[config.mk]
export PLATFORM = sky130hd
export DESIGN_NAME = vpu_lane_seq_ctrl_flat
export DESIGN_NICKNAME = d
export VERILOG_FILES = /design/src/rtl/vpu_lane_seq_ctrl_if.sv /design/src/rtl/vpu_lane_seq_ctrl.sv /design/src/flat_wrapper.sv
export SDC_FILE = /design/constraint.sdc
export NUM_CORES = 1
export LEC_CHECK = 0
export ABC_AREA = 0
export CAP_MARGIN = 30
export CORE_MARGIN = 2
export CORE_UTILIZATION = 44
export CTS_CLUSTER_SIZE = 40
export DETAILED_ROUTE_END_ITERATION = 10
export PLACE_DENSITY = 0.83
export SLEW_MARGIN = 20
export SYNTH_ARGS = -nofsm -noshare
export SYNTH_HDL_FRONTEND = slang
export SYNTH_SLANG_ARGS = --single-unit
export TNS_END_PERCENT = 1
[constraint.sdc]
create_clock -name clk -period 11.9 [get_ports clk]
set_input_delay 1.19 -clock clk [delete_from_list [all_inputs] [get_ports clk]]
set_output_delay 1.19 -clock clk [all_outputs]
set_load 0.02 [all_outputs]
[src/rtl/vpu_lane_seq_ctrl_if.sv]
// Handshake and data bundle between the VPU lane sequencer and its neighbours:
// request decoder, operand buffer, lane instance, result stream and completion.
interface vpu_lane_seq_ctrl_if #(
  parameter int OPERAND_WIDTH = 32,
  parameter int SRC_CNT       = 3,
  parameter int OPCODE_W      = 4,
  parameter int BEAT_W        = 8
);
  logic                             req_valid_i;
  logic                             req_ready_o;
  logic [OPCODE_W-1:0]              req_opcode_i;
  logic [BEAT_W-1:0]                req_beats_i;
  logic                             src_valid_i;
  logic                             src_ready_o;
  logic [SRC_CNT*OPERAND_WIDTH-1:0] src_data_i;
  logic                             lane_start_o;
  logic [OPCODE_W-1:0]              lane_opcode_o;
  logic [SRC_CNT*OPERAND_WIDTH-1:0] lane_operand_o;
  logic                             lane_done_i;
  logic [OPERAND_WIDTH-1:0]         lane_dout_i;
  logic                             res_valid_o;
  logic                             res_ready_i;
  logic [OPERAND_WIDTH-1:0]         res_data_o;
  logic                             res_last_o;
  logic                             cmpl_valid_o;
  logic                             cmpl_err_o;
  logic                             busy_o;

  // Sequencer side
  modport slave (
    input  req_valid_i, req_opcode_i, req_beats_i,
    input  src_valid_i, src_data_i,
    input  lane_done_i, lane_dout_i,
    input  res_ready_i,
    output req_ready_o, src_ready_o,
    output lane_start_o, lane_opcode_o, lane_operand_o,
    output res_valid_o, res_data_o, res_last_o,
    output cmpl_valid_o, cmpl_err_o, busy_o
  );

  // Environment side (decoder, operand buffer, lane, result consumer)
  modport master (
    output req_valid_i, req_opcode_i, req_beats_i,
    output src_valid_i, src_data_i,
    output lane_done_i, lane_dout_i,
    output res_ready_i,
    input  req_ready_o, src_ready_o,
    input  lane_start_o, lane_opcode_o, lane_operand_o,
    input  res_valid_o, res_data_o, res_last_o,
    input  cmpl_valid_o, cmpl_err_o, busy_o
  );
endinterface

[src/rtl/vpu_lane_seq_ctrl.sv]
// Sequences one VPU lane through a multi-beat vector op: per beat it fetches an
// operand set, pulses lane start, waits (with timeout) for lane done and offers
// the result on a backpressured stream; finishes with a completion pulse.
module vpu_lane_seq_ctrl #(
  parameter int                       OPERAND_WIDTH = 32,
  parameter int                       SRC_CNT       = 3,
  parameter int                       OPCODE_W      = 4,
  parameter int                       BEAT_W        = 8,
  parameter int                       TIMEOUT       = 255,
  parameter logic [2**OPCODE_W-1:0]   LEGAL_OPC     = 16'h0FFF
) (
  input logic                clk,
  input logic                rst,
  vpu_lane_seq_ctrl_if.slave bus
);

  localparam int TIMER_W = (TIMEOUT > 1) ? $clog2(TIMEOUT) : 1;
  localparam logic [TIMER_W-1:0] TIMER_LAST = TIMER_W'(TIMEOUT - 1);

  typedef enum logic [2:0] {IDLE, FETCH, ISSUE, WAIT, OUT, CMPL} state_t;

  state_t                           state_q, state_d;
  logic [OPCODE_W-1:0]              opcode_q;
  logic [BEAT_W-1:0]                beats_q;
  logic [BEAT_W-1:0]                beat_cnt_q;
  logic [TIMER_W-1:0]               timer_q;
  logic [SRC_CNT*OPERAND_WIDTH-1:0] operand_q;
  logic [OPERAND_WIDTH-1:0]         result_q;
  logic                             err_q;

  logic req_bad;
  logic is_last;
  logic timer_expired;

  logic req_ready, src_ready, lane_start, res_valid, res_last, cmpl_valid, cmpl_err;

  assign req_bad       = !LEGAL_OPC[bus.req_opcode_i] || (bus.req_beats_i == '0);
  assign is_last       = (beat_cnt_q == beats_q - BEAT_W'(1));
  assign timer_expired = (timer_q == TIMER_LAST);

  // State register
  always_ff @(posedge clk or posedge rst) begin
    if (rst) state_q <= IDLE;
    else     state_q <= state_d;
  end

  // Next-state decode and Moore handshake outputs
  always_comb begin
    state_d    = state_q;
    req_ready  = 1'b0;
    src_ready  = 1'b0;
    lane_start = 1'b0;
    res_valid  = 1'b0;
    res_last   = 1'b0;
    cmpl_valid = 1'b0;
    cmpl_err   = 1'b0;
    case (state_q)
      IDLE: begin
        req_ready = 1'b1;
        if (bus.req_valid_i) state_d = req_bad ? CMPL : FETCH;
      end
      FETCH: begin
        src_ready = 1'b1;
        if (bus.src_valid_i) state_d = ISSUE;
      end
      ISSUE: begin
        lane_start = 1'b1;
        state_d    = WAIT;
      end
      WAIT: begin
        if (bus.lane_done_i)  state_d = OUT;
        else if (timer_expired) state_d = CMPL;
      end
      OUT: begin
        res_valid = 1'b1;
        res_last  = is_last;
        if (bus.res_ready_i) state_d = is_last ? CMPL : FETCH;
      end
      CMPL: begin
        cmpl_valid = 1'b1;
        cmpl_err   = err_q;
        state_d    = IDLE;
      end
      default: state_d = IDLE;
    endcase
  end

  // Op context, beat counter, timeout timer and operand/result capture
  always_ff @(posedge clk or posedge rst) begin
    if (rst) begin
      opcode_q   <= '0;
      beats_q    <= '0;
      beat_cnt_q <= '0;
      timer_q    <= '0;
      operand_q  <= '0;
      result_q   <= '0;
      err_q      <= 1'b0;
    end else begin
      case (state_q)
        IDLE: if (bus.req_valid_i) begin
          opcode_q   <= bus.req_opcode_i;
          beats_q    <= bus.req_beats_i;
          beat_cnt_q <= '0;
          err_q      <= req_bad;
        end
        FETCH: if (bus.src_valid_i) operand_q <= bus.src_data_i;
        ISSUE: timer_q <= '0;
        WAIT: begin
          if (bus.lane_done_i) begin
            result_q <= bus.lane_dout_i;
          end else begin
            timer_q <= timer_q + TIMER_W'(1);
            if (timer_expired) err_q <= 1'b1;
          end
        end
        OUT: if (bus.res_ready_i && !is_last) beat_cnt_q <= beat_cnt_q + BEAT_W'(1);
        default: ;
      endcase
    end
  end

  assign bus.req_ready_o    = req_ready;
  assign bus.src_ready_o    = src_ready;
  assign bus.lane_start_o   = lane_start;
  assign bus.lane_opcode_o  = (state_q == IDLE) ? '0 : opcode_q;
  assign bus.lane_operand_o = operand_q;
  assign bus.res_valid_o    = res_valid;
  assign bus.res_data_o     = result_q;
  assign bus.res_last_o     = res_last;
  assign bus.cmpl_valid_o   = cmpl_valid;
  assign bus.cmpl_err_o     = cmpl_err;
  assign bus.busy_o         = (state_q != IDLE);

endmodule

[src/flat_wrapper.sv]
// flat-port wrapper written by rule: the top's interface ports become plain ports
module vpu_lane_seq_ctrl_flat 
#(
  parameter int                       OPERAND_WIDTH = 32,
  parameter int                       SRC_CNT       = 3,
  parameter int                       OPCODE_W      = 4,
  parameter int                       BEAT_W        = 8,
  parameter int                       TIMEOUT       = 255,
  parameter logic [2**OPCODE_W-1:0]   LEGAL_OPC     = 16'h0FFF
)
  (clk, rst, bus_req_valid_i, bus_req_opcode_i, bus_req_beats_i, bus_src_valid_i, bus_src_data_i, bus_lane_done_i, bus_lane_dout_i, bus_res_ready_i, bus_req_ready_o, bus_src_ready_o, bus_lane_start_o, bus_lane_opcode_o, bus_lane_operand_o, bus_res_valid_o, bus_res_data_o, bus_res_last_o, bus_cmpl_valid_o, bus_cmpl_err_o, bus_busy_o);
  vpu_lane_seq_ctrl_if #(.OPERAND_WIDTH(OPERAND_WIDTH), .SRC_CNT(SRC_CNT), .OPCODE_W(OPCODE_W), .BEAT_W(BEAT_W)) bus_i ();
  input logic clk;
  input logic rst;
  input wire logic [$bits(bus_i.req_valid_i)-1:0] bus_req_valid_i;
  input wire logic [$bits(bus_i.req_opcode_i)-1:0] bus_req_opcode_i;
  input wire logic [$bits(bus_i.req_beats_i)-1:0] bus_req_beats_i;
  input wire logic [$bits(bus_i.src_valid_i)-1:0] bus_src_valid_i;
  input wire logic [$bits(bus_i.src_data_i)-1:0] bus_src_data_i;
  input wire logic [$bits(bus_i.lane_done_i)-1:0] bus_lane_done_i;
  input wire logic [$bits(bus_i.lane_dout_i)-1:0] bus_lane_dout_i;
  input wire logic [$bits(bus_i.res_ready_i)-1:0] bus_res_ready_i;
  output wire logic [$bits(bus_i.req_ready_o)-1:0] bus_req_ready_o;
  output wire logic [$bits(bus_i.src_ready_o)-1:0] bus_src_ready_o;
  output wire logic [$bits(bus_i.lane_start_o)-1:0] bus_lane_start_o;
  output wire logic [$bits(bus_i.lane_opcode_o)-1:0] bus_lane_opcode_o;
  output wire logic [$bits(bus_i.lane_operand_o)-1:0] bus_lane_operand_o;
  output wire logic [$bits(bus_i.res_valid_o)-1:0] bus_res_valid_o;
  output wire logic [$bits(bus_i.res_data_o)-1:0] bus_res_data_o;
  output wire logic [$bits(bus_i.res_last_o)-1:0] bus_res_last_o;
  output wire logic [$bits(bus_i.cmpl_valid_o)-1:0] bus_cmpl_valid_o;
  output wire logic [$bits(bus_i.cmpl_err_o)-1:0] bus_cmpl_err_o;
  output wire logic [$bits(bus_i.busy_o)-1:0] bus_busy_o;
  assign bus_i.req_valid_i = bus_req_valid_i;
  assign bus_i.req_opcode_i = bus_req_opcode_i;
  assign bus_i.req_beats_i = bus_req_beats_i;
  assign bus_i.src_valid_i = bus_src_valid_i;
  assign bus_i.src_data_i = bus_src_data_i;
  assign bus_i.lane_done_i = bus_lane_done_i;
  assign bus_i.lane_dout_i = bus_lane_dout_i;
  assign bus_i.res_ready_i = bus_res_ready_i;
  assign bus_req_ready_o = bus_i.req_ready_o;
  assign bus_src_ready_o = bus_i.src_ready_o;
  assign bus_lane_start_o = bus_i.lane_start_o;
  assign bus_lane_opcode_o = bus_i.lane_opcode_o;
  assign bus_lane_operand_o = bus_i.lane_operand_o;
  assign bus_res_valid_o = bus_i.res_valid_o;
  assign bus_res_data_o = bus_i.res_data_o;
  assign bus_res_last_o = bus_i.res_last_o;
  assign bus_cmpl_valid_o = bus_i.cmpl_valid_o;
  assign bus_cmpl_err_o = bus_i.cmpl_err_o;
  assign bus_busy_o = bus_i.busy_o;
  vpu_lane_seq_ctrl #(.OPERAND_WIDTH(OPERAND_WIDTH), .SRC_CNT(SRC_CNT), .OPCODE_W(OPCODE_W), .BEAT_W(BEAT_W), .TIMEOUT(TIMEOUT), .LEGAL_OPC(LEGAL_OPC)) u_core (.clk(clk), .rst(rst), .bus(bus_i));
endmodule
==> results.md, run 1 <==
- Status: completed
- Dpl ws: 7840 ps
- Number of max-cap violations: 0
- PnR worst setup slack: 7330 ps
- Endpoints failing setup: 0
- Crit path DAT: 3380 ps
- VDD IR max: 0.000145 V
- Yosys warns: 0
- Iter 0 DRT Violations: 228
- Placement row count: 45
- Distinct cell type count after synthesis: 45
- Max-slew headroom: 0.394
- Hold Buf Count CTS: 0
- CTS clk-pin slew, worst paths: 60 ps
- CTS tree: yes
- Via count of the first global-routing pass: 5226
- Slowest CP cell: clkdlybuf4s50_1
- Pin count of the biggest net entering global routing: 101
- Setup TNS: 0 ps
- Area leader, netlist: dfrtp_1
- H-tree Lvls: 4
- Ant diodes: 0
- Crit-path cells: inv_1 > ha_1 > o21ba_2 > a221oi_1 > a41oi_1 > a211oi_4 > clkdlybuf4s50_1
- Post-detail-place hpwl: 12.6 mm
- RSZ-0062 raised after global routing: no
- Routability cong.: 0.889
- Tightest Pin Transition: 909 ps
- Overflow after GRT: 0
- Bufs on Longest Clock Path: 2
- IO Count: 286
- R2R Path Start: u_core.state_q[0]$_DFFE_PP0P_
- DIE AREA: 0.0162 mm^2
- Cell with the most instances after synthesis: dfrtp_1
- PD cells: 277 mW/mm^2
- Share of cells above drive strength 1: 0.227
- Critical Path Sink Type: output port
- Mapped Avg Cell Area: 13.5 um^2
- Drt pass-1 iters: 4
- TritonCTS Buffers: 17
- Slowest cell delay on critical path: 750 ps
- Worst skew pair latency: 420 ps
- R2r endpoint: u_core.bus.lane_operand_o[50]$_DFFE_PP0P_
- DR DRC count: 0
- Number of antenna-violating nets in the routed design: 0
- Synth top area cells: dfrtp_1, mux2_2, nand2_1
- Wire per inst: 17.8 um
- Antenna violations before repair: 0
- Fill cell count: 1060
- Total power: 2.84 mW
- Synth Net Count: 646
- Post-synth top cells: dfrtp_1, mux2_2, nand2_1, nor2_1, buf_2
- Nets: 930
- Asr flop ratio synth: 1.00
- Via-to-Cell Ratio: 5.09
- Initial core utilization: 0.444
- Final Hold Fails: 0
- R2R depth: 4
- Area Overhead vs Synth: 53.3%
- Final wirelength: 17.4 mm
- R2R setup slack: 9070 ps
- Worst Hold Class: register to register
- PortBufs: 285
- Leakage: 4.27 nW
- Core area: 0.0150 mm^2
- Sequential share of the synthesized area: 0.599
- Pins Over Slew Limit: 0
- Hold Path Sink: u_core.opcode_q[0]$_DFFE_PP0P_
- Chip Width: 127 um
- Setup Buffers After CTS: 0
- Yosys top cell area share: 0.599
- Clk sinks: 160
- Syn Std Cell Area: 0.00668 mm^2
- Hold wc startpoint: u_core.opcode_q[0]$_DFFE_PP0P_
- Startpoint types: register
- Vias: 4976
- Min cycle time layout: 4570 ps
- Mapped Cells: 496
- Crit path required time: 10710 ps
- Critical path class: register to output port
- Fin crit share: 0.384
- Crit path max fanout: 18
- Core Util, Final: 0.681
- Total track usage: 0.219
- Synth Flop Type: dfrtp_1
- Synth Register Bits: 160
- FMAX: 0.219 GHz
- CTS resizes: 0
- CTS root buf: clkbuf_16
- EDFF count, synth: 0
- Hold Path Depth: 2
- Die Ht: 127 um
- First-pass GRT wire length: 27.4 mm
- Worst Clk Skew: 8.67 ps
## worst max-delay path by stage
stage                                        from                               end  cells past startpoint
global placement    u_core.beats_q[0]$_DFFE_PP0P_                    bus_res_last_o                      7
global route        u_core.beats_q[0]$_DFFE_PP0P_                    bus_res_last_o                      7
floorplan                                     rst  u_core.beat_cnt_q[0]$_DFFE_PP0P_                      1
CTS                 u_core.beats_q[0]$_DFFE_PP0P_                    bus_res_last_o                      7
detailed placement  u_core.beats_q[0]$_DFFE_PP0P_                    bus_res_last_o                      7
finish              u_core.beats_q[0]$_DFFE_PP0P_                    bus_res_last_o                      7
## power breakdown
group          total [mW]  internal, mW  leakage [nW]  switching, mW
combinational        1.38         0.726          2.08          0.650
clock               0.508         0.294         0.255          0.214
sequential          0.954         0.800          1.93          0.155
## kinds of logic after synthesis
logic type,after synthesis,synth area share
DFF,160,0.599
muxes,130,0.219
and+or+nand+nor,113,0.0837
AOI/OAI and AO/OA,42,0.0455
buffers and inverters,31,0.0236
xor gates and xnor gates,16,0.0210
adders and majority gates,4,0.00749
## cells in the final DEF, fill, tap and decap left out, types with 8 or more instances in the layout
cell	Yosys	final
clkdlybuf4s50_1	0	285
dfrtp_1	160	160
mux2_2	130	130
nand2_1	48	48
clkbuf_16	0	17
nor2_1	15	15
xor2_1	10	10
a21oi_1	9	9
and3_1	8	8
## flip-flops by register name (all words and copies together), names as in the netlist
signal / cells
u_core.err_q: 1
u_core.beat_cnt_q: 8
u_core.opcode_q: 4
u_core.timer_q: 8
u_core.beats_q: 8
u_core.bus.lane_operand_o: 96
u_core.bus.res_data_o: 32
u_core.state_q: 3
## metal layers
metal | wire length [um] | up-vias | share of wire | global-route usage
li1 | - | 2306 | - | -
met1 | 6550 | 2435 | 0.38 | 0.244
met2 | 8940 | 203 | 0.51 | 0.382
met3 | 1500 | 32 | 0.087 | 0.0842
met4 | 372 | 0 | 0.021 | 0.0795
met5 | 0 | - | 0 | 0
## per-stage QoR
stage	instances	hold slack (ps)	cell area (um^2)
finish	978	465	10200
global route	978	489	10200
CTS	977	469	10200
detailed placement	948	454	9670
global placement	948	453	9670
floorplan	496	438	6680
## worst max-delay path: cells and delay by family, from the launching register on
kind,cells,cell delay [ps]
adders and majority gates,1,320
DFF,1,440
AOI/OAI and AO/OA,4,1360
buffers and inverters,2,840
## layout make-up
class | instances | area (um^2) | share of cell area
sequential | 160 | 4000 | 0.391
timing repair buffer | 289 | 2900 | 0.284
multi-input combinational | 305 | 2520 | 0.246
clock buffer | 19 | 453 | 0.0442
tap | 188 | 235 | 0.0230
clock inverter | 10 | 91.3 | 0.00892
inverter | 7 | 31.3 | 0.00306
Power figures use the tool's default switching activity.
==> run 2, diff against run 1 <==
- CORE_UTILIZATION: 44 -> 43
- PLACE_DENSITY: 0.83 -> 0.81
- clock period: 11.9 -> 4.66 ns (I/O delays scaled with it)
==> results.md, run 2 (same netlist as run 1, synthesis figures left out) <==
- PnR worst setup slack: 812 ps (-6520 ps)
- Overflow after GRT: 0 (unchanged)
- Leakage: 4.31 nW (+1.1%)
- Chip Width: 129 um (+1.1%)
- Final Hold Fails: 0 (unchanged)
- Worst Hold Class: register to register
- Bufs on Longest Clock Path: 2 (unchanged)
- Worst skew pair latency: 420 ps (about the same)
- Startpoint types: register
- PortBufs: 285 (unchanged)
- VDD IR max: 0.000381 V (+160%)
- Clk sinks: 160 (unchanged)
- Max-slew headroom: 0.470 (+0.0766)
- Area Overhead vs Synth: 54.6%
- CTS clk-pin slew, worst paths: 60 ps (about the same)
- FMAX: 0.260 GHz
- Ant diodes: 0 (unchanged)
- Area of the multi-input gates: 0.00252 mm^2 (unchanged)
- DIE AREA: 0.0165 mm^2 (+2.3%)
- Crit path required time: 4190 ps (-6520 ps)
- TritonCTS Buffers: 17 (unchanged)
- Drt pass-1 iters: 4 (unchanged)
- Vias: 4957 (-0.38%)
- Number of max-cap violations: 0 (unchanged)
- Crit path max fanout: 18 (unchanged)
- CTS tree: yes
- Most frequent cells in the layout: clkdlybuf4s50_1, dfrtp_1, mux2_2, nand2_1, clkbuf_16
- Pins Over Slew Limit: 0 (unchanged)
- RSZ-0062 raised after global routing: no
- CTS root buf: clkbuf_16
- Iter 0 DRT Violations: 213 (-6.6%)
- CTS resizes: 0 (unchanged)
- Setup Buffers After CTS: 0 (unchanged)
- Nets: 930 (unchanged)
- Core area: 0.0152 mm^2 (+1.1%)
- Final wirelength: 17.2 mm (-1.2%)
- Fin crit share: 0.826
- Commonest non-fill, non-tap cell in the layout: clkdlybuf4s50_1
- Min cycle time layout: 3850 ps
- Hold Buf Count CTS: 0 (unchanged)
- Worst Clk Skew: 6.02 ps (-2.66 ps)
- Max reg flops: 96 (unchanged)
- Antenna violations before repair: 0 (unchanged)
- Critical path class: register to output port
- Via-to-Cell Ratio: 5.05 (-0.69%)
- Dpl ws: 1310 ps (-6530 ps)
- Die Ht: 129 um (+1.1%)
- Share of cells above drive strength 1: 0.228 (+0.00166)
- First-pass GRT wire length: 27.5 mm (+0.33%)
- Wire per inst: 17.5 um (-1.5%)
- Initial core utilization: 0.439 (-0.00494)
- H-tree Lvls: 4 (unchanged)
- R2R setup slack: 1990 ps (-7080 ps)
- PD cells: 718 mW/mm^2 (+160%)
- Critical Path Sink Type: output port
- IO Count: 286 (unchanged)
- Via count of the first global-routing pass: 5290 (+1.2%)
- Number of antenna-violating nets in the routed design: 0 (unchanged)
- DR DRC count: 0 (unchanged)
- Total track usage: 0.213 (-0.00526)
- Pin count of the biggest net entering global routing: 127 (+26%)
- Crit path DAT: 3380 ps (about the same)
- Endpoints failing setup: 0 (unchanged)
- Tightest Pin Transition: 792 ps (-117 ps)
- Fill cell count: 1090 (+2.8%)
- Status: completed
- Setup TNS: 0 ps (unchanged)
- Routability cong.: 0.850 (-4.3%)
- Post-detail-place hpwl: 12.6 mm (+0.61%)
- Register area: 0.00400 mm^2 (unchanged)
- Placement row count: 45 (unchanged)
[run 2: path summary, 6_finish.rpt]
| kind | startpoint | to | depth (start not counted) |
|---|---|---|---|
| max | u_core.beats_q[0]$_DFFE_PP0P_ | bus_res_last_o | 7 |
| min | u_core.opcode_q[0]$_DFFE_PP0P_ | u_core.opcode_q[0]$_DFFE_PP0P_ | 2 |
| max reg2reg | u_core.beats_q[0]$_DFFE_PP0P_ | u_core.beat_cnt_q[2]$_DFFE_PP0P_ | 8 |
| min reg2reg | u_core.opcode_q[0]$_DFFE_PP0P_ | u_core.opcode_q[0]$_DFFE_PP0P_ | 2 |
| max in group asynchronous | rst | u_core.bus.lane_operand_o[90]$_DFFE_PP0P_ | 3 |
| min in group asynchronous | rst | u_core.beat_cnt_q[7]$_DFFE_PP0P_ | 2 |
[run 2: final cells by class]
| cell class | count | area share |
|---|---|---|
| multi-input cells | 305 | 0.244 |
| clock buffers | 21 | 0.0456 |
| well taps | 188 | 0.0228 |
| clock inverters | 11 | 0.0145 |
| repair buffers | 289 | 0.282 |
| flip-flops and latches | 160 | 0.388 |
| inverters | 7 | 0.00291 |
[run 2: power by group]
part | leakage, nW | total (mW) | switching (mW) | internal [mW]
sequential | 1.93 | 2.44 | 0.393 | 2.04
combinational | 2.08 | 3.53 | 1.66 | 1.86
clock | 0.301 | 1.45 | 0.562 | 0.892
[run 2: critical path, stage by stage (launching register included)]
cell             delay [ps]
dfrtp_1                 460
inv_1                   100
ha_1                    330
o21ba_2                 250
a221oi_1                300
a41oi_1                 120
a211oi_4                670
clkdlybuf4s50_1         740
[run 2: per-layer routing]
layer,global-route usage,part of all wire,vias to the layer above
li1,-,-,2302
met2,0.374,0.52,197
met1,0.240,0.38,2432
met5,0,0,-
met4,0.0767,0.021,0
met3,0.0798,0.079,26
[run 2: through the flow]
stage | power (mW) | cell area (um^2) | std cells | utilization | hold slack, ps
floorplan | 4.33 | 6680 | 496 | - | 438
global placement | 5.86 | 9680 | 948 | 0.637 | 451
detailed placement | 6.00 | 9700 | 949 | 0.638 | 464
CTS | 7.49 | 10300 | 981 | 0.679 | 480
global route | 7.81 | 10300 | 981 | 0.679 | 516
finish | 7.42 | 10300 | 981 | 0.679 | 486
==> run 3, diff against run 2 <==
- CORE_UTILIZATION: 43 -> 38
- PLACE_DENSITY: 0.81 -> 0.76
- clock period: 4.66 -> 3.49 ns (I/O delays scaled with it)
==> results.md, run 3 (same netlist as run 1, synthesis figures left out) <==
- Logic pwr share: 0.479 (+0.003)
- VDD IR max: 0.000501 V (+31%)
- DR DRC count: 0 (unchanged)
- Final wirelength: 17.4 mm (+1.4%)
- Worst path bufs/invs: 2 (unchanged)
- Share of cells above drive strength 1: 0.225 (-0.00322)
- Psw: 3.48 mW (+33%)
- Crit path DAT: 2790 ps (-590 ps)
- Max-slew headroom: 0.401 (-0.0699)
- Chip Width: 137 um (+6.2%)
- Pins Over Slew Limit: 0 (unchanged)
- Tightest Pin Transition: 899 ps (+107 ps)
- CTS root buf: clkbuf_16
- Via count of the first global-routing pass: 5362 (+1.4%)
- FMAX: 0.319 GHz
- Slowest cell delay on critical path: 650 ps (-90 ps)
- Hold Buf Count CTS: 0 (unchanged)
- Number of antenna-violating nets in the routed design: 0 (unchanged)
- Ant diodes: 0 (unchanged)
- Critical path's top delay family: compound AO/OA/AOI/OAI gates
- Post-detail-place hpwl: 12.8 mm (+1.1%)
- Vias: 5043 (+1.7%)
- CTS clk-pin slew, worst paths: 60 ps (about the same)
- Crit path required time: 3140 ps (-1050 ps)
- Total track usage: 0.186 (-0.0277)
- Worst Hold Class: register to register
- Worst skew pair latency: 420 ps (about the same)
- Most frequent cells in the layout: clkdlybuf4s50_1, dfrtp_1, mux2_2, nand2_1, clkbuf_16
- Core area: 0.0172 mm^2 (+13%)
- RSZ-0062 raised after global routing: no
- Startpoint types: register
- CTS tree: yes
- Iter 0 DRT Violations: 151 (-29%)
- Bufs on Longest Clock Path: 2 (unchanged)
- Min cycle time layout: 3140 ps
- IO Count: 286 (unchanged)
- Clk sinks: 160 (unchanged)
- Drt pass-1 iters: 4 (unchanged)
- Wire per inst: 17.1 um (-2.1%)
- Initial core utilization: 0.387 (-0.0519)
- Endpoints failing setup: 0 (unchanged)
- Leakage: 4.29 nW (-0.51%)
- TritonCTS Buffers: 17 (unchanged)
- Crit path max fanout: 8 (-10)
- Seq pwr share: 0.333 (+0.005)
- Routability cong.: 0.868 (+2.1%)
- First-pass GRT wire length: 26.9 mm (-2.2%)
- Number of max-cap violations: 0 (unchanged)
- Area Overhead vs Synth: 54.6% (about the same)
- Overflow after GRT: 0 (unchanged)
- Max reg flops: 96 (unchanged)
- Setup TNS: 0 ps (unchanged)
- Total power: 9.82 mW (+32%)
- Sw frac: 0.354 (+0.00101)
- DIE AREA: 0.0187 mm^2 (+13%)
- Setup Buffers After CTS: 0 (unchanged)
- Worst Clk Skew: 5.97 ps (-0.0471 ps)
- Commonest non-fill, non-tap cell in the layout: clkdlybuf4s50_1
- Final Hold Fails: 0 (unchanged)
- H-tree Lvls: 4 (unchanged)
- Via-to-Cell Ratio: 4.96 (-1.8%)
- CTS resizes: 0 (unchanged)
- Fin crit share: 0.899
- Register area: 0.00400 mm^2 (unchanged)
- Clock power frac: 0.189 (-0.007)
- Status: completed
- Crit-path cells: inv_1 > ha_1 > o21ba_2 > a221oi_1 > a41oi_1 > a211oi_4 > clkdlybuf4s50_1
- PortBufs: 285 (unchanged)
- Fill cell count: 1336 (+23%)
- Cell-internal power: 6.34 mW (+32%)
- Placement row count: 48 (+6.7%)
- PD cells: 951 mW/mm^2 (+32%)
- Critical Path Sink Type: output port
- Nets: 930 (unchanged)
- Antenna violations before repair: 0 (unchanged)
- Die Ht: 137 um (+6.2%)
- Slowest CP cell: clkdlybuf4s50_1
- Pin count of the biggest net entering global routing: 161 (+27%)
- Area of the multi-input gates: 0.00252 mm^2 (unchanged)
- Critical path class: register to output port
## run 3: cell count changes in the layout (fill, tap and decap cells not counted), sizes merged
cell / change
inv: -3
clkinv: +2
clkbuf: -1
## run 3: area by class of cell
cell class	instances	area share
inverters	7	0.00291
clock inverters	10	0.0133
repair buffers	289	0.282
well taps	225	0.0273
flip-flops and latches	160	0.388
clock buffers	20	0.0433
multi-input cells	305	0.244
## run 3: routing by layer
| layer | track usage | vias to the layer above | part of all wire |
|---|---|---|---|
| met4 | 0.0671 | 0 | 0.018 |
| met5 | 0 | - | 0 |
| li1 | - | 2304 | - |
| met2 | 0.322 | 222 | 0.51 |
| met3 | 0.0726 | 25 | 0.095 |
| met1 | 0.207 | 2492 | 0.37 |
## run 3: final timing paths
| path | startpoint | to | slack [ps] | cells past startpoint |
|---|---|---|---|---|
| worst min register to register | u_core.opcode_q[2]$_DFFE_PP0P_ | u_core.opcode_q[2]$_DFFE_PP0P_ | 470 | 2 |
| max in group asynchronous | rst | u_core.beat_cnt_q[6]$_DFFE_PP0P_ | 2280 | 3 |
| worst max register to register | u_core.beats_q[0]$_DFFE_PP0P_ | u_core.beat_cnt_q[5]$_DFFE_PP0P_ | 930 | 9 |
| worst max-delay path | u_core.beats_q[0]$_DFFE_PP0P_ | bus_res_last_o | 350 | 7 |
| min in group asynchronous | rst | u_core.bus.lane_operand_o[25]$_DFFE_PP0P_ | 500 | 3 |
| worst min-delay path | u_core.opcode_q[2]$_DFFE_PP0P_ | u_core.opcode_q[2]$_DFFE_PP0P_ | 470 | 2 |
## run 3: through the flow
stage	instances	setup slack, ps	area (um^2)	hold slack, ps	utilization
CTS	1016	329	10300	472	0.599
global placement	986	852	9740	450	0.565
detailed placement	986	797	9740	457	0.565
global route	1016	102	10300	499	0.599
floorplan	496	1110	6680	438	-
finish	1016	352	10300	465	0.599
## run 3: power by group through the flow
stage | Combinational (mW) | Clock, mW | Sequential [mW]
after CTS | 4.75 | 1.91 | 3.27
after detailed placement | 4.73 | 0 | 3.29
after floorplan | 1.65 | 0 | 4.13
after global placement | 4.63 | 0 | 3.22
final | 4.70 | 1.85 | 3.27
after global routing | 4.99 | 1.99 | 3.38
## run 3: worst reg2reg max path: stages, from the launching register on
cell and delay [ps]:
dfrtp_1 460, inv_1 90, ha_1 310, xnor2_1 180, and4_1 200, a41oi_1 270
a211oi_4 110, buf_4 210, or4_1 500, a21oi_1 150
==> variant 1 (settings of run 2) <==
The 6 states of `state_t` get a one-hot encoding in 6 bits.
--- a/src/rtl/vpu_lane_seq_ctrl.sv
+++ b/src/rtl/vpu_lane_seq_ctrl.sv
@@ -17,7 +17,7 @@
   localparam int TIMER_W = (TIMEOUT > 1) ? $clog2(TIMEOUT) : 1;
   localparam logic [TIMER_W-1:0] TIMER_LAST = TIMER_W'(TIMEOUT - 1);
 
-  typedef enum logic [2:0] {IDLE, FETCH, ISSUE, WAIT, OUT, CMPL} state_t;
+  typedef enum logic [5:0] {IDLE = 6'b000001, FETCH = 6'b000010, ISSUE = 6'b000100, WAIT = 6'b001000, OUT = 6'b010000, CMPL = 6'b100000} state_t;
 
   state_t                           state_q, state_d;
   logic [OPCODE_W-1:0]              opcode_q;
Behaviour: no difference found for any inputs over 4 cycles, from zero or initial values and one cycle with rst high; so few cycles prove little.
==> variant 1 against run 2 <==
- setup slack worse by 0.098 ns
- sequential power fell by 5%
- sequential cell count is 3 higher
- routed wire length rose by 6.6%
- area after synthesis up 0.75%
- largest power group unchanged
- critical path type unchanged
- largest cell class unchanged
- synthesized cell count shrank 3.4%
- final area rose by 1.1%
- power decreased by 8.7%
==> variant 1: results (changes against run 2) <==
R2R Setup Slk=1.70 ns (was 1.99 ns); vias in the first global route=5463 (was 5290); routed vias=5035 (was 4957); latest clock arrival within the worst-skew pair=0.41 ns; IO Port Bufs=285 (unchanged); Nets=919 (was 930); Final Hold Viols=0 (unchanged); first-pass GRT wire length=28500 µm (was 27500 µm); Worst Max-Slew Pin Slew=0.753 ns (was 0.792 ns); Fillers=1092 (was 1090); Lkg Pwr=4.52 nW (was 4.31 nW); FF-to-FF End=u_core.bus.lane_operand_o[55] (was u_core.beat_cnt_q[2]); slowest stage delay, CP=0.73 ns; worst path arrival time=3.48 ns (was 3.38 ns); final setup fails=0 (unchanged); path depth of the worst reg2reg path=5 (was 8); Num CTS Buffers=17 (unchanged); via density per instance=5.08 (was 5.05); status=complete, no violations (unchanged); main area contributors after synthesis=dfrtp_1, mux2_2, nand2_1, xor2_1, ha_1 (was dfrtp_1, mux2_2, nand2_1, xor2_1, buf_2); Post-CTS Setup Bufs=0 (unchanged); layout cells sized above 1=0.243 (was 0.228); Worst-path clk slew=0.06 ns (about the same); 1st-pass router iterations=5 (was 4); count of cell types in the netlist=47 (was 45); GRT Total Usage=0.225 (was 0.213); Avg Cell Area, Syn=14.0 µm² (was 13.5 µm²); placed cells=961 (was 949); syn nets=629 (was 646); Worst R2R Start=u_core.state_q[2] (was u_core.beats_q[0]); ys async rst share=1.00 (unchanged); global route overflow=0 (unchanged); HPWL after DPL=14000 µm (was 12600 µm); global placer's final weighted congestion=0.828 (was 0.850); CP max FO=14 (was 18); wire per inst=18.4 µm (was 17.5 µm); final clock skew=0.00884 ns (was 0.00602 ns); largest net degree at the start of global routing=84 (was 127); worst hold path type=input pin to async pin (was register to register); clk root buf=clkbuf_16 (unchanged); placed standard-cell area=9840 µm² (was 9700 µm²); number of DRC markers in iteration 0=268 (was 213); VDD IR max=453 µV (was 381 µV); n_diodes=0 (unchanged); sequential cell area fraction in the yosys report=0.606 (was 0.599); synth cell count leaders=dfrtp_1, mux2_2, nand2_1 (unchanged); Main synth FF type=dfrtp_1 (unchanged)
==> variant 1: area by class of cell <==
| class | instances | area (µm²) | share of cell area |
|---|---|---|---|
| Timing Repair Buffer | 292 | 2930 | 0.281 |
| Multi-Input combinational cell | 288 | 2530 | 0.243 |
| Inverter | 7 | 30.0 | 0.00288 |
| Clock inverter | 14 | 178 | 0.0170 |
| Clock buffer | 17 | 425 | 0.0407 |
| Sequential cell | 163 | 4080 | 0.391 |
| Tap cell | 211 | 264 | 0.0253 |
==> variant 1: kinds of logic after synthesis <==
group	share of synthesized area
flops	0.606
mux	0.231
simple gates	0.0809
compound gates	0.0390
buf+inv	0.0184
xor+xnor	0.0169
fa+ha+maj	0.00744
==> variant 1: metrics by stage <==
step | utilization | power (mW) | hold slack, ns | setup WS (ns)
after floorplan | - | 3.86 | 0.437 | 1.98
after detailed placement | 0.645 | 5.38 | 0.463 | 1.15
after global routing | 0.684 | 7.10 | 0.418 | 0.578
final | 0.684 | 6.77 | 0.403 | 0.715
after global placement | 0.643 | 5.26 | 0.458 | 1.26
after CTS | 0.684 | 6.83 | 0.392 | 0.701
==> variant 1: worst max-delay path by stage <==
stage	from	end	slack (ns)	cells past startpoint
5_1_grt	u_core.beats_q[0]	bus_res_last_o	0.58	5
3_3_place_gp	u_core.beats_q[0]	bus_res_last_o	1.26	5
6_report	u_core.beats_q[0]	bus_res_last_o	0.71	5
3_5_place_dp	u_core.beats_q[0]	bus_res_last_o	1.15	5
4_1_cts	u_core.beats_q[0]	bus_res_last_o	0.70	5
2_1_floorplan	u_core.state_q[2]	u_core.bus.lane_operand_o[10]	1.98	6
==> variant 1: power breakdown <==
part | switching (mW) | total [mW] | internal, mW | leakage (nW)
Combinational | 1.44 | 3.02 | 1.58 | 2.18
Clock | 0.575 | 1.42 | 0.847 | 0.283
Sequential | 0.335 | 2.33 | 1.99 | 2.06
Total | 2.35 | 6.77 | 4.42 | 4.52
==> variant 1: routing by layer <==
layer / wire length, µm / global-route usage / up-vias / part of all wire
met2: 9680 / 0.397 / 191 / 0.53
met1: 6930 / 0.254 / 2539 / 0.38
met3: 1420 / 0.0871 / 20 / 0.078
met4: 263 / 0.0620 / 0 / 0.014
met5: 0 / 0 / - / 0
li1: - / - / 2285 / -
==> variant 2 (settings of run 2) <==
Without the edit above. `OPCODE_W` is set to 4 in 3 places; all go to 6.
--- a/src/rtl/vpu_lane_seq_ctrl_if.sv
+++ b/src/rtl/vpu_lane_seq_ctrl_if.sv
@@ -3,7 +3,7 @@
 interface vpu_lane_seq_ctrl_if #(
   parameter int OPERAND_WIDTH = 32,
   parameter int SRC_CNT       = 3,
-  parameter int OPCODE_W      = 4,
+  parameter int OPCODE_W      = 6,
   parameter int BEAT_W        = 8
 );
   logic                             req_valid_i;
--- a/src/rtl/vpu_lane_seq_ctrl.sv
+++ b/src/rtl/vpu_lane_seq_ctrl.sv
@@ -4,7 +4,7 @@
 module vpu_lane_seq_ctrl #(
   parameter int                       OPERAND_WIDTH = 32,
   parameter int                       SRC_CNT       = 3,
-  parameter int                       OPCODE_W      = 4,
+  parameter int                       OPCODE_W      = 6,
   parameter int                       BEAT_W        = 8,
   parameter int                       TIMEOUT       = 255,
   parameter logic [2**OPCODE_W-1:0]   LEGAL_OPC     = 16'h0FFF
--- a/src/flat_wrapper.sv
+++ b/src/flat_wrapper.sv
@@ -3,7 +3,7 @@
 #(
   parameter int                       OPERAND_WIDTH = 32,
   parameter int                       SRC_CNT       = 3,
-  parameter int                       OPCODE_W      = 4,
+  parameter int                       OPCODE_W      = 6,
   parameter int                       BEAT_W        = 8,
   parameter int                       TIMEOUT       = 255,
   parameter logic [2**OPCODE_W-1:0]   LEGAL_OPC     = 16'h0FFF
Interface: changed (resized bus_lane_opcode_o and bus_req_opcode_i); port bits go from 286 to 290. No check against the original RTL was run, so the function may have changed too.
==> variant 2 against run 2 <==
- routed wire length rose by 2.4%
- core utilization up 0.51 points
- final area grew 0.75%
- clock power up 3%
- maximum frequency increased by 8.1%
- largest power group unchanged
- setup slack gained 0.29 ns
- area after synthesis up 0.30%
- first-iteration DRC count shrank 1.9%
- hold slack worse by 0.018 ns
- sequential cell count grew 2
- die area increased by 0.29%
- power grew 0.98%
==> variant 2: results (changes against run 2) <==
status=complete, no violations (unchanged); global placer's final weighted congestion=0.872 (was 0.850); IO Port Bufs=289 (was 285); vias in the first global route=5310 (was 5290); Worst R2R Start=u_core.state_q[0] (was u_core.beats_q[0]); met3 wire len=1670 µm (was 1360 µm); largest net degree at the start of global routing=103 (was 127); slowest stage delay, CP=0.72 ns (was 0.74 ns); Total Wirelength=17600 µm (was 17200 µm); FF-to-FF End=u_core.bus.lane_operand_o[10] (was u_core.beat_cnt_q[2]); via density per instance=5.07 (was 5.05); Worst Max-Slew Pin Slew=0.936 ns (was 0.792 ns); VDD IR max=378 µV (was 381 µV); met2 WL post-DR=9180 µm (was 9010 µm); post-synthesis compound-gate area fraction=0.0275 (was 0.0455); GRT Total Usage=0.212 (was 0.213); HPWL after DPL=13000 µm (was 12600 µm); syn nets=648 (was 646); R2R Setup Slk=2.06 ns (was 1.99 ns); first-pass GRT wire length=27500 µm (about the same); XOR/XNOR share of the synthesized area=0.0222 (was 0.0210); Nets=938 (was 930); layout cells sized above 1=0.214 (was 0.228); mux share of post-synthesis cell area=0.224 (was 0.219); worst path arrival time=3.09 ns (was 3.38 ns); Hold Startpoint=u_core.opcode_q[5] (was u_core.opcode_q[0]); adder-cell share of the synthesized area=0.00747 (was 0.00749); main area contributors after synthesis=dfrtp_1, mux2_2, nand2_1, xor2_1, nor2_1 (was dfrtp_1, mux2_2, nand2_1, xor2_1, buf_2); final clock skew=0.00766 ns (was 0.00602 ns); placed standard-cell area=9760 µm² (was 9700 µm²)
-- variant 2: cell count changes in the layout (fill, tap and decap cells not counted), sizes merged, moves of 3 or more --
cell	before	now
nand2	48	51
nor3	5	2
inv	10	7
mux2i	0	5
nor2	15	18
o31ai	4	0
clkdlybuf4s50	285	289
a21oi	13	5
nand3	4	7
nor2b	4	0
nand3b	0	5
and2	3	10
-- variant 2: kinds of logic after synthesis --
| family | Yosys count |
|---|---|
| buf+inv | 29 |
| fa+ha+maj | 4 |
| xor+xnor | 17 |
| simple gates | 121 |
| mux | 134 |
| flops | 162 |
| compound gates | 29 |
-- variant 2: how the worst max path moves through the flow --
| stage | depth (start not counted) | to | slack (ns) |
|---|---|---|---|
| after global routing | 7 | bus_res_last_o | 0.98 |
| final | 7 | bus_res_last_o | 1.10 |
| after detailed placement | 7 | bus_res_last_o | 1.59 |
| after floorplan | 6 | bus_res_last_o | 1.82 |
| after global placement | 7 | bus_res_last_o | 1.72 |
| after CTS | 7 | bus_res_last_o | 1.10 |
-- variant 2: metal layers --
metal,vias up,GRT usage
met2,208,0.382
met3,28,0.0773
met4,0,0.0767
li1,2306,-
met1,2462,0.230
met5,-,0
-- variant 2: tightest hold or removal path, cell delays in order, from the launching register on --
cell	delay (ns)
dfrtp_1	0.34
nand2_1	0.05
nand2_1	0.05
-- variant 2: cell type report --
| cell class | instances | area (µm²) |
|---|---|---|
| Fill cell | 1099 | 4800 |
| Sequential cell | 162 | 4050 |
| Timing Repair Buffer | 294 | 2940 |
| Multi-Input combinational cell | 305 | 2510 |
| Clock buffer | 21 | 460 |
| Tap cell | 188 | 235 |
| Clock inverter | 11 | 176 |
| Inverter | 6 | 26.3 |
-- variant 2: stage by stage --
step,worst slack (ns),util,hold WS [ns],std cells
floorplan,1.82,-,0.437,496
global placement,1.72,0.642,0.454,955
detailed placement,1.59,0.642,0.454,955
CTS,1.10,0.684,0.469,987
global route,0.976,0.684,0.485,987
finish,1.10,0.684,0.469,987
-- variant 2: report_power, final --
group | switching [mW] | internal, mW
Sequential | 0.411 | 2.07
Combinational | 1.65 | 1.87
Clock | 0.561 | 0.930
